--- src/rtl/data_out_sel_pkg.sv ---
// Shared state encoding and parameter defaults for the channel-select output register.
package data_out_sel_pkg;

  localparam int unsigned NCH_DEF        = 4;
  localparam int unsigned DW_DEF         = 8;
  localparam int unsigned STABLE_CYC_DEF = 3;
  localparam int unsigned GUARD_CYC_DEF  = 2;

  typedef enum logic [1:0] {
    StIdle,
    StActive,
    StGuard
  } sel_state_e;

endpackage

--- src/rtl/en_qualifier.sv ---
// Debounces the one-hot channel request: sample register, saturating stability counter,
// one-hot check and binary encode of the qualified value.
module en_qualifier
  import data_out_sel_pkg::*;
#(
  parameter int unsigned NCH        = NCH_DEF,
  parameter int unsigned STABLE_CYC = STABLE_CYC_DEF
) (
  input  logic                   clk,
  input  logic                   rst,
  input  logic [NCH-1:0]         en,
  output logic                   qual,
  output logic                   qual_valid,
  output logic [$clog2(NCH)-1:0] qual_idx,
  output logic                   en_multi
);

  localparam int unsigned IW = $clog2(NCH);
  localparam logic [3:0] STABLE_MAX = 4'(STABLE_CYC);

  logic [NCH-1:0] en_q;
  logic [3:0]     cnt_q;
  logic [4:0]     ones_q;
  logic [4:0]     ones_en;

  always_ff @(posedge clk or posedge rst) begin
    if (rst) begin
      en_q  <= '0;
      cnt_q <= '0;
    end else begin
      en_q <= en;
      // A changed sample is itself the first of a new run.
      if (en != en_q) begin
        cnt_q <= 4'd1;
      end else if (cnt_q != STABLE_MAX) begin
        cnt_q <= cnt_q + 4'd1;
      end
    end
  end

  always_comb begin
    ones_q   = '0;
    ones_en  = '0;
    qual_idx = '0;
    for (int i = 0; i < NCH; i++) begin
      ones_q  = ones_q + 5'(en_q[i]);
      ones_en = ones_en + 5'(en[i]);
      if (en_q[i]) begin
        qual_idx = IW'(i);
      end
    end
  end

  assign qual       = (cnt_q == STABLE_MAX);
  assign qual_valid = qual && (ones_q == 5'd1);
  assign en_multi   = (ones_en > 5'd1);

endmodule

--- src/rtl/data_out_sel_reg.sv ---
// Registered channel multiplexer with debounced one-hot select, a break-before-make
// guard interval on the output enable, and a sticky multi-hot error flag.
module data_out_sel_reg
  import data_out_sel_pkg::*;
#(
  parameter int unsigned NCH        = NCH_DEF,
  parameter int unsigned DW         = DW_DEF,
  parameter int unsigned STABLE_CYC = STABLE_CYC_DEF,
  parameter int unsigned GUARD_CYC  = GUARD_CYC_DEF
) (
  input  logic                   clk,
  input  logic                   rst,
  input  logic [NCH-1:0]         en,
  input  logic [NCH*DW-1:0]      din,
  input  logic                   err_clr,
  output logic [DW-1:0]          dout,
  output logic                   dout_oe,
  output logic [$clog2(NCH)-1:0] sel_idx,
  output logic                   sel_err
);

  localparam logic [3:0] GUARD_LOAD = 4'(GUARD_CYC - 1);

  sel_state_e             state;
  logic [3:0]             guard_cnt;
  logic                   qual;
  logic                   qual_valid;
  logic [$clog2(NCH)-1:0] qual_idx;
  logic                   en_multi;
  logic [DW-1:0]          new_data;
  logic [DW-1:0]          cur_data;

  en_qualifier #(
    .NCH        (NCH),
    .STABLE_CYC (STABLE_CYC)
  ) u_en_qualifier (
    .clk        (clk),
    .rst        (rst),
    .en         (en),
    .qual       (qual),
    .qual_valid (qual_valid),
    .qual_idx   (qual_idx),
    .en_multi   (en_multi)
  );

  assign new_data = din[int'(qual_idx) * DW +: DW];
  assign cur_data = din[int'(sel_idx) * DW +: DW];

  always_ff @(posedge clk or posedge rst) begin
    if (rst) begin
      state     <= StIdle;
      dout      <= '0;
      dout_oe   <= 1'b0;
      sel_idx   <= '0;
      guard_cnt <= '0;
      sel_err   <= 1'b0;
    end else begin
      // Set has priority over clear.
      sel_err <= en_multi | (sel_err & ~err_clr);
      unique case (state)
        StIdle: begin
          if (qual_valid) begin
            state   <= StActive;
            dout_oe <= 1'b1;
            sel_idx <= qual_idx;
            dout    <= new_data;
          end
        end
        StActive: begin
          // Re-qualifying the same channel falls through to the reload path.
          if (qual && (!qual_valid || (qual_idx != sel_idx))) begin
            state     <= StGuard;
            dout_oe   <= 1'b0;
            guard_cnt <= GUARD_LOAD;
          end else begin
            dout <= cur_data;
          end
        end
        StGuard: begin
          if (guard_cnt != 4'd0) begin
            guard_cnt <= guard_cnt - 4'd1;
          end else if (qual_valid) begin
            state   <= StActive;
            dout_oe <= 1'b1;
            sel_idx <= qual_idx;
            dout    <= new_data;
          end else begin
            state <= StIdle;
          end
        end
        default: begin
          state   <= StIdle;
          dout_oe <= 1'b0;
        end
      endcase
    end
  end

endmodule

--- config.mk ---
export PLATFORM = sky130hd
export DESIGN_NAME = data_out_sel_reg
export DESIGN_NICKNAME = d
export VERILOG_FILES = /design/src/rtl/data_out_sel_pkg.sv /design/src/rtl/en_qualifier.sv /design/src/rtl/data_out_sel_reg.sv
export SDC_FILE = /design/constraint.sdc
export NUM_CORES = 1
export LEC_CHECK = 0
export ABC_AREA = 1
export BUFFER_PORTS_ARGS = -buffer_cell sky130_fd_sc_hd__buf_2
export CAP_MARGIN = 20
export CELL_PAD_IN_SITES_DETAIL_PLACEMENT = 1
export CELL_PAD_IN_SITES_GLOBAL_PLACEMENT = 2
export CORE_MARGIN = 8
export CORE_UTILIZATION = 30
export DETAILED_ROUTE_END_ITERATION = 16
export GPL_ROUTABILITY_DRIVEN = 0
export PLACE_DENSITY_LB_ADDON = 0.2
export SYNTH_ARGS = -nofsm -noshare
export SYNTH_HDL_FRONTEND = slang
export SYNTH_HIERARCHICAL = 1
export SYNTH_SLANG_ARGS = --single-unit
--- constraint.sdc ---
create_clock -name clk -period 4.1 [get_ports clk]
set_input_delay 0 -clock clk [delete_from_list [all_inputs] [get_ports clk]]
set_output_delay 0 -clock clk [all_outputs]
set_load 0.01 [all_outputs]
==> flow_metrics.py <==
metrics = {
    "finish": {
        "multi_input_area_um2": 907,
        "num_antenna_cells": 0,
        "area_growth_pct": 24.9,
        "drive_gt1_frac": 0.256,
        "seqCellArea_um2": 651,
        "fill_cells": 757,
        "fin_area_um2": 2240,
        "nets": 359,
        "stdcell_count": 387,
    },
    "sta": {
        "finalHoldViolations": 0,
        "max_slew_margin": 0.509,
        "tightest_slew_ps": 735,
        "setup_slack_ps": 1490,
        "min_period_ps": 2610,
        "slew_violations": 0,
        "max_freq_ghz": 0.383,
        "rsz0062_at_grt": "false",
        "post-route-period-util": 0.637,
        "setup-tns-final_ps": 0,
        "setup_viol": 0,
        "finClkSkew_ps": 2.39,
    },
    "global_routing": {
        "grt_max_degree": 19,
        "grt_pass1_wl_mm": 8.74,
        "antenna_found_initial": 0,
        "grt_overflow": 0,
        "groute.usage.overall": 0.122,
        "grt_pass1_vias": 1824,
    },
    "logic_synthesis": {
        "ys_top_cells_by_area": "dfrtp_1 36%, nand2_1 16%, nand3_1 14%, inv_1 11%, ha_1 4.2%",
        "syn_area_um2": 1800,
        "yosysSeqAreaShare": 0.362,
        "synth-seq-cells": 26,
        "yosysWarnings": 6,
        "avgSynthCellArea_um2": 7.02,
        "syn-num-nets": 302,
        "synth_top_area_frac": 0.362,
        "ys_types": 28,
        "synth_cells": 256,
        "synth_top_area_cell": "dfrtp_1",
    },
    "routing": {
        "wl_per_cell_um": 12.9,
        "drt_pass1_iterations": 4,
        "dr.max_layer_used": "met4",
        "route.met3.wl_um": 203,
        "ant_nets": 0,
        "wirelength_mm": 5.00,
        "viasPerCell": 4.45,
        "drt_iter0_markers": 71,
        "num_vias": 1722,
        "remaining_drc_errors": 0,
        "drt-met1-wl_mm": 2.53,
        "dr_wl_met2_mm": 2.20,
    },
    "clock_tree": {
        "htreeDepth": 1,
        "clock_latency_ps": 270,
        "numCtsBuffers": 3,
        "clk_path_buf_depth": 2,
        "post_cts_buffers": 0,
        "cts-root-buf": "clkbuf_8",
        "path_clk_slew_ps": 100,
        "cts.sink_count": 26,
        "cts_tree": "done",
    },
    "placed_design": {
        "post-place-ws_ps": 1480,
        "io_buffer_count": 50,
        "place_inst": 377,
        "placed_area_um2": 2110,
        "dp_hpwl_mm": 4.03,
    },
    "die": {
        "chipWidth_um": 93.4,
        "start_util": 0.307,
        "die_h_um": 93.4,
        "rows": 28,
        "ios": 51,
        "coreArea_um2": 5850,
        "dieArea_um2": 8720,
    },
    "setup_path": {
        "path_class": "reg -> reg",
        "cp_max_fo": 14,
        "cp_data_required_time_ps": 4320,
        "crit_path_end_kind": "flip-flop",
        "crit_arrival_ps": 2830,
        "r2r_cells": 10,
        "start_kind": "flip-flop",
    },
    "min_path": {
        "hold_depth": 7,
        "worst_hold_path_type": "in -> reg",
    },
    "power_and_ir_drop": {
        "power.density_nw_per_um2": 465,
        "p_leak_uw": 0.00134,
        "p_total_uw": 1040,
        "ir_drop_uv": 130,
    },
    "flow_run": {
        "maxCapViolCount": 0,
    },
    "outcome": {
        "outcome": "complete, no violations",
    },
}
logic make-up after synthesis:
family                     count (synthesis)  synth area share
adders and majority gates                  7            0.0529
xor gates and xnor gates                   4            0.0195
DFF                                       26             0.362
and+or+nand+nor                          149             0.393
buffers and inverters                     60             0.133
AOI/OAI and AO/OA                         10            0.0397
cells in the mapped netlist (all sizes together):
library cell  number
nand2             87
inv               56
nand3             51
dfrtp             26
nor2               8
ha                 6
o21ai              6
buf                4
a21oi              2
xnor2              2
xor2               2
a211o              1
fa                 1
nand3b             1
nor4               1
o21bai             1
or2                1
metal layers:
| layer | global-route usage | vias to the layer above |
|---|---|---|
| met5 | 0 | - |
| met4 | 0.0443 | 0 |
| met3 | 0.0248 | 4 |
| met2 | 0.186 | 35 |
| met1 | 0.166 | 787 |
| li1 | - | 896 |
critical path, cell delays in order (launching register included):
cell,delay [ps]
dfrtp_1,410
ha_1,280
inv_1,40
fa_1,340
inv_1,60
ha_1,220
nor4_1,430
nand3b_2,340
nand2_2,280
nand2_1,80
nand2_1,60
layout by cell type (no fill, tap or decap), types with 3 or more instances in the layout:
| cell type | instances |
|---|---|
| nand2_1 | 77 |
| inv_1 | 52 |
| buf_2 | 50 |
| nand3_1 | 49 |
| dfrtp_1 | 26 |
| nand2_2 | 7 |
| ha_1 | 6 |
| dlygate4sd3_1 | 6 |
| inv_2 | 4 |
| nor2_1 | 4 |
| nand2_4 | 3 |
| o21ai_2 | 3 |
| clkbuf_8 | 3 |
final timing paths:
check                                                           end  slack, ps                             start
worst min-delay path                            dout[2]$_DFFE_PP0P_        140                           din[26]
max in group asynchronous                       dout[6]$_DFFE_PP0P_       3250                               rst
worst max register to register                  dout[5]$_DFFE_PP0P_       1490  u_en_qualifier/en_q[0]$_DFF_PP0_
worst max-delay path                            dout[5]$_DFFE_PP0P_       1490  u_en_qualifier/en_q[0]$_DFF_PP0_
worst min register to register                  dout_oe$_DFFE_PP0P_        490               dout_oe$_DFFE_PP0P_
min in group asynchronous       u_en_qualifier/cnt_q[3]$_DFFE_PP0P_        220                               rst
report_power, final:
group          switching (uW)  leakage (uW)  internal (uW)
clock                    89.8     0.0000357            131
combinational             279      0.000977            167
sequential               55.7      0.000327            322
per-stage QoR:
step	util	hold WS [ps]
final	0.383	135
after detailed placement	0.361	-4.68
after CTS	0.383	136
after global routing	0.383	172
after floorplan	-	-184
after global placement	0.361	-13.1
area by class of cell:
cell class,instances,share of cell area
clock inverter,1,0.0134
clock buffer,3,0.0184
sequential,26,0.290
tap,75,0.0418
inverter,56,0.0937
timing repair buffer,56,0.138
multi-input combinational,170,0.404
registers in the layout, summed over array words and instances (netlist names):
signal                flops
state                     2
sel_err                   1
dout_oe                   1
u_en_qualifier/cnt_q      4
sel_idx                   2
u_en_qualifier/en_q       4
guard_cnt                 4
dout                      8
what timing repair did:
action | 4_1_cts | 5_1_grt
resized for setup | 0 | 0
hold endpoints to repair | 31 | 0
hold buffers | 6 | 0
Power figures use the tool's default switching activity.
